`src/rtl/encoder_predictor.sv`:
```
// encoder_predictor
// Pops packed sample words from a first-word-fall-through FIFO, unpacks them
// one sample per beat and emits the delta to the previous sample on the
// same line as a signed (DATA_WIDTH+1)-bit residual on an AXI-Stream master.
// Tracks line length and pulses LEN_ERR when a line is not LINE_SAMPLES long.
//
// Ports
//   ACLK, ARESET_N      clock (rising edge), async active-low reset
//   DATA_IN             packed word, sample 0 in the low DATA_WIDTH bits
//   LAST_IN, USER_IN    word ends a line / word starts a frame
//   EMPTY, RD_EN        FIFO empty flag in, pop strobe out
//   M_TDATA/TVALID/TREADY/TUSER/TLAST   residual stream out
//   LEN_ERR             one-cycle pulse after a bad-length line
module encoder_predictor #(
    parameter int DATA_WIDTH       = 16,
    parameter int SAMPLES_PER_WORD = 5,
    parameter int LINE_SAMPLES     = 1920
) (
    input  logic                                   ACLK,
    input  logic                                   ARESET_N,
    input  logic [DATA_WIDTH*SAMPLES_PER_WORD-1:0] DATA_IN,
    input  logic                                   LAST_IN,
    input  logic                                   USER_IN,
    input  logic                                   EMPTY,
    output logic                                   RD_EN,
    output logic [DATA_WIDTH:0]                    M_TDATA,
    output logic                                   M_TVALID,
    input  logic                                   M_TREADY,
    output logic                                   M_TUSER,
    output logic                                   M_TLAST,
    output logic                                   LEN_ERR
);

    localparam int WORD_W = DATA_WIDTH * SAMPLES_PER_WORD;
    localparam int IDX_W  = (SAMPLES_PER_WORD > 1) ? $clog2(SAMPLES_PER_WORD) : 1;
    localparam int CNT_W  = $clog2(LINE_SAMPLES + 1);
    localparam logic [IDX_W-1:0] LAST_IDX = IDX_W'(SAMPLES_PER_WORD - 1);
    localparam logic [CNT_W-1:0] LINE_LEN = CNT_W'(LINE_SAMPLES);

    logic                  r_run;
    logic [WORD_W-1:0]     r_hold_word;
    logic                  r_hold_last;
    logic                  r_hold_user;
    logic [IDX_W-1:0]      r_idx;
    logic                  r_hold_valid;
    logic                  r_tvalid;
    logic [DATA_WIDTH:0]   r_tdata;
    logic                  r_tuser;
    logic                  r_tlast;
    logic                  r_err_pending;
    logic                  r_len_err;
    logic [DATA_WIDTH-1:0] r_pred;
    logic                  r_line_start;
    logic [CNT_W-1:0]      r_line_cnt;

    logic                  w_out_load;
    logic                  w_accept;
    logic                  w_rd_en;
    logic                  w_last_idx;
    logic [DATA_WIDTH-1:0] w_sample;
    logic                  w_is_user;
    logic                  w_is_last;
    logic                  w_first;
    logic [DATA_WIDTH:0]   w_resid;
    logic [CNT_W-1:0]      w_cnt_beat;
    logic                  w_wrap;
    logic                  w_beat_err;

    assign w_out_load = r_hold_valid && (!r_tvalid || M_TREADY);
    assign w_accept   = r_tvalid && M_TREADY;
    assign w_last_idx = (r_idx == LAST_IDX);

    // r_run keeps RD_EN low until the first edge after reset release.
    assign w_rd_en = r_run && !EMPTY && (!r_hold_valid || (w_last_idx && w_out_load));

    assign w_sample  = r_hold_word[int'(r_idx)*DATA_WIDTH +: DATA_WIDTH];
    assign w_is_user = r_hold_user && (r_idx == '0);
    assign w_is_last = r_hold_last && w_last_idx;
    assign w_first   = r_line_start || w_is_user;
    assign w_resid   = {1'b0, w_sample} - (w_first ? '0 : {1'b0, r_pred});

    // Line accounting is done when a beat enters the output register. Every
    // loaded beat is accepted before the next one loads (reset clears both),
    // so this count matches the count of accepted beats, and the wrap can
    // restart prediction for the very next sample without extra latency.
    assign w_cnt_beat = (w_first ? '0 : r_line_cnt) + CNT_W'(1);
    assign w_wrap     = w_is_last || (w_cnt_beat == LINE_LEN);
    assign w_beat_err = w_is_last ? (w_cnt_beat != LINE_LEN) : (w_cnt_beat == LINE_LEN);

    always_ff @(posedge ACLK or negedge ARESET_N) begin
        if (!ARESET_N) begin
            r_run        <= 1'b0;
            r_hold_word  <= '0;
            r_hold_last  <= 1'b0;
            r_hold_user  <= 1'b0;
            r_idx        <= '0;
            r_hold_valid <= 1'b0;
        end else begin
            r_run <= 1'b1;
            if (w_rd_en) begin
                r_hold_word  <= DATA_IN;
                r_hold_last  <= LAST_IN;
                r_hold_user  <= USER_IN;
                r_idx        <= '0;
                r_hold_valid <= 1'b1;
            end else if (w_out_load) begin
                if (w_last_idx) begin
                    r_idx        <= '0;
                    r_hold_valid <= 1'b0;
                end else begin
                    r_idx <= r_idx + IDX_W'(1);
                end
            end
        end
    end

    always_ff @(posedge ACLK or negedge ARESET_N) begin
        if (!ARESET_N) begin
            r_tvalid      <= 1'b0;
            r_tdata       <= '0;
            r_tuser       <= 1'b0;
            r_tlast       <= 1'b0;
            r_err_pending <= 1'b0;
            r_len_err     <= 1'b0;
        end else begin
            r_len_err <= w_accept && r_err_pending;
            if (w_out_load) begin
                r_tvalid      <= 1'b1;
                r_tdata       <= w_resid;
                r_tuser       <= w_is_user;
                r_tlast       <= w_is_last;
                r_err_pending <= w_beat_err;
            end else if (M_TREADY) begin
                r_tvalid <= 1'b0;
            end
        end
    end

    always_ff @(posedge ACLK or negedge ARESET_N) begin
        if (!ARESET_N) begin
            r_pred       <= '0;
            r_line_start <= 1'b1;
            r_line_cnt   <= '0;
        end else if (w_out_load) begin
            r_pred       <= w_sample;
            r_line_start <= w_wrap;
            r_line_cnt   <= w_wrap ? '0 : w_cnt_beat;
        end
    end

    assign RD_EN    = w_rd_en;
    assign M_TVALID = r_tvalid;
    assign M_TDATA  = r_tdata;
    assign M_TUSER  = r_tuser;
    assign M_TLAST  = r_tlast;
    assign LEN_ERR  = r_len_err;

endmodule
```
`config.mk`:
```
export PLATFORM = sky130hd
export DESIGN_NAME = encoder_predictor
export DESIGN_NICKNAME = d
export VERILOG_FILES = /design/src/rtl/encoder_predictor.sv
export SDC_FILE = /design/constraint.sdc
export NUM_CORES = 1
export LEC_CHECK = 0
export CORE_MARGIN = 2
export CORE_UTILIZATION = 30
export DETAILED_ROUTE_END_ITERATION = 12
export GPL_ROUTABILITY_DRIVEN = 0
export GPL_TIMING_DRIVEN = 0
export PLACE_DENSITY = 0.46
export SYNTH_ARGS = -nofsm -noshare
export SYNTH_HDL_FRONTEND = slang
export SYNTH_SLANG_ARGS = --single-unit
```
`constraint.sdc`:
```
create_clock -name ACLK -period 5 [get_ports ACLK]
set_clock_uncertainty 0.2 [all_clocks]
set_input_delay 1 -clock ACLK [delete_from_list [all_inputs] [get_ports ACLK]]
set_output_delay 1 -clock ACLK [all_outputs]
set_load 0.02 [all_outputs]
```
# After elaboration in Yosys (flattened, before gate mapping)
# Index checks and enable logic that the tools add are counted.
# totals
wordCells	54
register_bits	137
out_inout_bits	22
in_bits	86
# classes
add_sub_neg	3
muxes	12
n_reduce_logical	20
n_eq_ne	3
n_shift	1
# ops
cell	count
variable part select 80 x 8 -> 16 bit	1
two-way mux 11 bit	2
subtractor 16 x 16 -> 17 bit	1
two-way mux 16 bit	1
adder 11 x 1 -> 11 bit (second input constant)	1
equality test 11 bit (second input constant)	1
inequality test 11 bit (second input constant)	1
two-way mux 3 bit	3
logical AND 1 bit	8
two-way mux 1 bit	6
nonzero test 2 bit	3
logical OR 1 bit	4
adder 3 x 1 -> 3 bit (second input constant)	1
equality test 3 bit (second input constant)	1
logical NOT 1 bit	3
logical NOT 3 bit	1
AND reduction 2 bit	1

# Logic depth before layout (Yosys ltp)
# Gate-level depths: netlist (run 1).
# logic_depth
word_depth	8
mapped_depth	17
mapped_depth_nobuf	15

# Worst setup path after synthesis (run 1)
# Ideal clock, no wire load.
# synth_path
path_kind	reg2reg
from	register r_idx[1]
to	register r_tdata[15], in the netlist M_TDATA[15]
t_required_ns	4.674
path_stages_with_launch	16
period_less_slack_ns	3.805
setup_ns	0.126
path_buffers	5
setup_slack_ns	1.195
t_arrival_ns	3.479
path_cell_list	dfrtp_1 -> clkbuf_1 -> clkbuf_1 -> inv_1 -> ha_1 -> and3b_1 -> nor2_1 -> buf_2 -> buf_1 -> nand2_1 -> ha_1 -> clkbuf_1 -> a21o_1 -> a31o_2 -> a221o_1 -> a311o_1
# synth_via
elab_chain_cells	5
word_cells_on_any_way	6
classes_between	1 x add/sub; 1 x shift; 1 x mux; 3 x reduce/logical
# synth_rtl
item	line	source
from (decl)	44	logic [IDX_W-1:0] r_idx;
from (signal assigned)	111	r_idx <= r_idx + IDX_W'(1);
parallel branches: the longest is 4 deep, another holds variable part select 80 x 8 -> 16 bit	--	
subtractor 16 x 16 -> 17 bit *	80	assign w_resid = {1'b0, w_sample} - (w_first ? '0 : {1'b0, r_pred});
to (signal assigned)	129	r_tdata <= w_resid;
to (decl)	47	logic [DATA_WIDTH:0] r_tdata;
# Mark *: on every way between the ends.
# A chain may end at the register's enable or synchronous reset.

# Final worst setup path (run 1)
# layout_path
from	register r_idx[1]
to	output RD_EN
# layout_via
elab_chain_cells	4
# layout_rtl
item	line	source
equality test 3 bit	71	assign w_last_idx = (r_idx == LAST_IDX);
logical AND 1 bit	74	assign w_rd_en = r_run && !EMPTY && (!r_hold_valid || (w_last_idx && w_out_load));
logical OR 1 bit	74	
logical AND 1 bit	74	
to (decl)	25	output logic RD_EN,
# Every way passes these cells.

==> reports/metrics.yaml, run 1 <==
grt_pass1_vias: 5612
fillCellCount: 2339
worst_skew_pair.late_latency_ns: 0.42
yosys_register_bits: 137
numCtsBuffers: 17
grt_max_degree: 70
place_area_um2: 8530
required_ns: 3.80
synth_area_um2: 7030
worst-path-buf-inv: 6
antennaDiodeCount: 0
pre_cts_ws_ns: 0.192
status: "finished clean"
io_buffers: 107
holdCritPathClass: "flop to flop"
holdBufCountCts: 0
antenna_found_initial: 0
p_leak_nw: 3.88
cts_buffer_depth: 2
whs_ns: 0.279
ant_nets: 0
gr-total-overflow: 0
initial_core_util_pct: 30.2
vias_per_cell: 4.88
synthFlopType: "dfrtp_1"
num_rows: 56
wl_per_cell_um: 17.9
period_minus_slack_ns: 4.59
grt_pass1_wl_mm: 31.2
power_density_nw_per_um2: 765
layout-drive-gt1-share_pct: 17.1
netlist.area_leader.share_pct: 48.4
post-synth-top-area-cell: "dfrtp_1"
path_cells: "clkbuf_1 > clkbuf_2 > inv_1 > ha_1 > nand3_2 > a211oi_4 > buf_6 > buf_6 > clkdlybuf4s50_1"
vdd_drop_max_mv: 0.290
finalNonFillerCells: 1090
grt.total_usage_pct: 16.7
endpoint_kind: "primary output"
cts_sinks: 137
clk_pin_slew_ns: 0.06
die_area_um2: 24700
fmax_ghz: 0.218
start_kind: "flop"
synth.distinct_cells: 63
crit_top_cell: "buf_6"
hold_viol: 0
initialDrtViolationCount: 218
ys_seq_area_share_pct: 48.8
worst_slack_ns: 0.410
coreArea_um2: 23300
ys.warnings.count: 0
seq_area_um2: 3430
synth_area_leaders: "dfrtp_1 (48%), mux2_2 (9.6%), mux2_1 (5.8%)"
die_w_um: 157
avgSynthCellArea_um2: 11.1
ys_async_sr_fraction_pct: 100
synth_edf_count: 0
multi_input_area_um2: 3360
pin_count: 108
dp_hpwl_mm: 14.9
setup_violations: 0
drv_cap: 0
slew_violations: 0
cp_max_fo: 10
cts_tree: "built"
arrival_ns: 3.39
dp_cells: 1058
crit_slowest_cell: "clkdlybuf4s50_1"
postCtsSetupRepairBufs: 0
fp.dieH_um: 157
drc_errors: 0
htree_levels: 4
crit_type: "flop to primary output"
tightest_slew_ns: 0.726
slew_headroom_pct: 51.6
rsz0062_at_grt: "no"
max_stage_delay_ns: 0.62
fin_crit_sh_pct: 91.8
via_count: 5321
final_cell_area_um2: 9150
area_growth_pct: 30.1
yosysMostFrequentCell: "dfrtp_1"
nNetsFinal: 865
cpLargestDelayFamily: "buffers and inverters"
synth_fp_nets: 738
clockRootBuffer: "clkbuf_16"
wl_mm: 19.5
syn_inst: 631
final_core_util_pct: 39.3
first_pass_iters: 4
synth_common_cells: "dfrtp_1 (136), nand2_1 (70), mux2_2 (60), a21oi_1 (36), mux2_1 (36)"
==> tightest hold or removal path, cell delays in order (launching register included) <==
cell	delay (ns)
dfrtp_1	0.34
nand2_1	0.05
o21ai_0	0.06
==> what timing repair did <==
| item | 4_1_cts | 5_1_grt |
|---|---|---|
| hold endpoints to repair | 0 | 0 |
| gates resized for setup | 0 | 3 |
| setup endpoints to repair | 0 | 9 |
==> layer usage <==
layer  track usage (%)  up-vias  wire length (um)
met1              21.6     2618              8970
met5                 0        -                 0
met2              27.5      142              9240
met3              4.43       22              1010
li1                  -     2539                 -
met4              5.24        0               310
==> area by class of cell <==
type | count | share of cell area [%]
Sequential cell | 137 | 37.5
Multi-Input combinational cell | 448 | 36.7
Timing Repair Buffer | 108 | 12.0
Clock buffer | 21 | 5.14
Tap cell | 319 | 4.36
Buffer | 37 | 2.37
Clock inverter | 11 | 1.50
Inverter | 9 | 0.369
==> through the flow <==
| step | total power, W | TNS (ns) |
|---|---|---|
| global route | 0.00756 | 0 |
| floorplan | 0.00457 | 0 |
| global placement | 0.00563 | -391.59 |
| detailed placement | 0.00571 | 0 |
| finish | 0.00699 | 0 |
| CTS | 0.00703 | 0 |
==> logic make-up after synthesis <==
kind of cell | after synthesis | share of synthesized area, %
other | 1 | 0.0533
muxes | 129 | 20.2
and+or+nand+nor | 160 | 10.6
DFF | 137 | 48.8
adders and majority gates | 21 | 3.84
AOI/OAI and AO/OA | 127 | 11.7
buffers and inverters | 46 | 3.54
xor gates and xnor gates | 10 | 1.25
==> state kept, by name (all words and copies together), names as in the netlist, 3 cells and up <==
signal       cells
r_hold_word     80
M_TDATA         17
r_pred          16
r_line_cnt      11
r_idx            3
==> final timing paths <==
| check | startpoint | endpoint | slack (ns) | cells past startpoint |
|---|---|---|---|---|
| max | r_idx[1] | RD_EN | 0.41 | 9 |
| min | M_TDATA[4] | M_TDATA[4] | 0.28 | 2 |
| max reg2reg | r_idx[1] | M_TDATA[13] | 0.41 | 15 |
| min reg2reg | M_TDATA[4] | M_TDATA[4] | 0.28 | 2 |
| max in group asynchronous | ARESET_N | r_line_start | 3.41 | 2 |
| min in group asynchronous | ARESET_N | r_line_cnt[5] | 0.40 | 1 |
==> where the power goes <==
part | internal, W | total [W] | switching [W]
clock network | 0.000783 | 0.00129 | 0.000505
logic | 0.00166 | 0.00381 | 0.00215
registers | 0.00163 | 0.00189 | 0.000268
total | 0.00407 | 0.00699 | 0.00292
==> layout by cell type (no fill, tap or decap), types with 17 or more instances in the layout <==
master / Yosys / routed
o21ai_0: 30 / 30
dfrtp_1: 136 / 136
ha_1: 20 / 20
clkdlybuf4s50_1: 0 / 106
a21oi_1: 36 / 36
nor2_1: 27 / 27
mux2_1: 36 / 36
mux2_2: 60 / 60
nand2_1: 70 / 70
mux2i_1: 32 / 32
nand3_1: 17 / 17
clkbuf_16: 0 / 17
Power figures use the tool's default switching activity.
==> inputs of run 2 (changes only) <==
RECOVER_POWER = 100   (was not set)
==> run 2 against run 1 <==
  * The run now ends with capacitance limit, slew limit left
  * Global-route usage stayed put
  * Sequential power hardly changed
  * Cell area down 0.66%
  * Final cell count stayed put
  * Fmax fell by 2.8%
==> reports/metrics.yaml, run 2 (same netlist as run 1, synthesis figures left out) <==
final_cell_area_um2: 9090  # -0.66%
hold_path_depth: 2  # unchanged
tightest_slew_ns: 3.23  # +2.51 ns
holdCritPathClass: "flop to flop"
worstHoldStart: "M_TDATA[4]"
area_growth_pct: 29.2
fmax_ghz: 0.212  # -2.8%
crit_slowest_cell: "clkdlybuf4s50_1"
first_pass_iters: 4  # unchanged
failed_checks: "capacitance limit, slew limit"
reg2reg_to: "M_TDATA[13]"
initial_core_util_pct: 30.2  # unchanged
pin_count: 108  # unchanged
use_met3_pct: 4.43  # unchanged
slew_headroom_pct: -115  # -170 points
finalNonFillerCells: 1090  # unchanged
clockRootBuffer: "clkbuf_16"
p_leak_nw: 3.87  # -0.49%
grt_pass1_wl_mm: 31.2  # unchanged
cts_buffer_depth: 2  # unchanged
ant_nets: 0  # unchanged
die_area_um2: 24700  # unchanged
worst_slack_ns: 0.277  # -0.132 ns
grt_pass1_vias: 5612  # unchanged
whs_ns: 0.274  # -0.00500 ns
met1_usage_pct: 21.6  # unchanged
slew_violations: 69  # +69
cts_tree: "built"
fp.dieH_um: 157  # unchanged
max_stage_delay_ns: 0.62  # about the same
layout_commonest_cell: "dfrtp_1"
io_buffers: 107  # unchanged
nNetsFinal: 865  # unchanged
largest_register: "r_hold_word"
reg2reg_depth: 15  # unchanged
setup_violations: 0  # unchanged
worst_skew_pair.late_latency_ns: 0.42  # about the same
postCtsSetupRepairBufs: 0  # unchanged
coreArea_um2: 23300  # unchanged
pre_cts_ws_ns: 0.192  # unchanged
hold_end: "M_TDATA[4]"
wl_per_cell_um: 17.9  # about the same
endpoint_kind: "primary output"
status: "finished, violations left"
busiest_layer: "met2"
place_area_um2: 8530  # unchanged
die_w_um: 157  # unchanged
clk_pin_slew_ns: 0.06  # about the same
start_kind: "input pin"
layout-drive-gt1-share_pct: 15.2  # -1.9 points
largest_register_ffs: 80  # unchanged
grt_max_degree: 70  # unchanged
via_count: 5350  # +0.55%
p_total_w: 0.00692  # -1.0%
vdd_drop_max_mv: 0.288  # -0.74%
crit_type: "input pin to primary output"
antenna_found_initial: 0  # unchanged
path_cells: "dlygate4sd3_1 > nand2b_1 > nand3_1 > a211oi_4 > buf_6 > buf_6 > clkdlybuf4s50_1"
dp_cells: 1058  # unchanged
arrival_ns: 3.52  # +0.13 ns
drv_cap: 1  # +1
crit_top_cell: "buf_6"
required_ns: 3.80  # about the same
initialDrtViolationCount: 241  # +11%
drc_errors: 0  # unchanged
htree_levels: 4  # unchanged
dp_hpwl_mm: 14.9  # unchanged
cts_sinks: 137  # unchanged
grtUsageMet2_pct: 27.5  # unchanged
power_density_nw_per_um2: 762  # -0.34%
fin_crit_sh_pct: 94.5  # +2.6 points
r2r-start: "r_idx[1]"
mostFrequentLayoutCells: "dfrtp_1 (136), clkdlybuf4s50_1 (84), nand2_1 (70)"
wl_mm: 19.6  # about the same
cp_max_fo: 10  # unchanged
grt.total_usage_pct: 16.7  # unchanged
gr-total-overflow: 0  # unchanged
hold_viol: 0  # unchanged
rsz0062_at_grt: "no"
numCtsBuffers: 17  # unchanged
vias_per_cell: 4.91  # +0.55%
period_minus_slack_ns: 4.72  # +0.132 ns
num_rows: 56  # unchanged
r2r_slack_ns: 0.46  # +0.05 ns
antennaDiodeCount: 0  # unchanged
-- run 2: cell type report --
class,count,area (um^2)
Buffer,37,175
Clock buffer,21,470
Clock inverter,11,138
Fill cell,2348,14200
Inverter,9,33.8
Multi-Input combinational cell,448,3340
Sequential cell,137,3430
Tap cell,319,399
Timing Repair Buffer,108,1100
-- run 2: worst max path at each step --
stage | start | to | depth (start not counted)
after detailed placement | r_idx[1] | M_TDATA[15] | 15
after CTS | r_idx[1] | M_TDATA[15] | 15
after floorplan | r_idx[1] | M_TDATA[15] | 15
after global routing | r_idx[1] | M_TDATA[13] | 15
final | M_TREADY | RD_EN | 7
after global placement | ARESET_N | r_hold_word[68] | 1
-- run 2: worst max-delay path, delay by kind of cell --
| kind | cells | cell delay, ns |
|---|---|---|
| and+or+nand+nor | 2 | 0.55 |
| AOI/OAI and AO/OA | 1 | 0.41 |
| buffers and inverters | 4 | 1.56 |
-- run 2: repair_timing --
item | CTS | global route
setup endpoints to repair | 0 | 9
hold buffers | 0 | 0
gates resized for setup | 0 | 3
-- run 2: metal layers --
layer,vias to the layer above,wire [um]
met5,-,0
met4,0,316
met3,23,1100
met2,146,9260
met1,2643,8880
li1,2538,-
-- run 2: where the power goes --
part           total (W)  internal (W)  switching [W]
Clock            0.00129      0.000783       0.000509
Sequential       0.00189       0.00163       0.000265
Combinational    0.00374       0.00161        0.00213
-- run 2: through the flow --
step / util [%] / setup TNS [ns]
6_report: 39.1 / 0
5_1_grt: 39.1 / 0
4_1_cts: 39.3 / 0
3_5_place_dp: 36.7 / 0
3_3_place_gp: 36.5 / -391.59
2_1_floorplan: - / 0
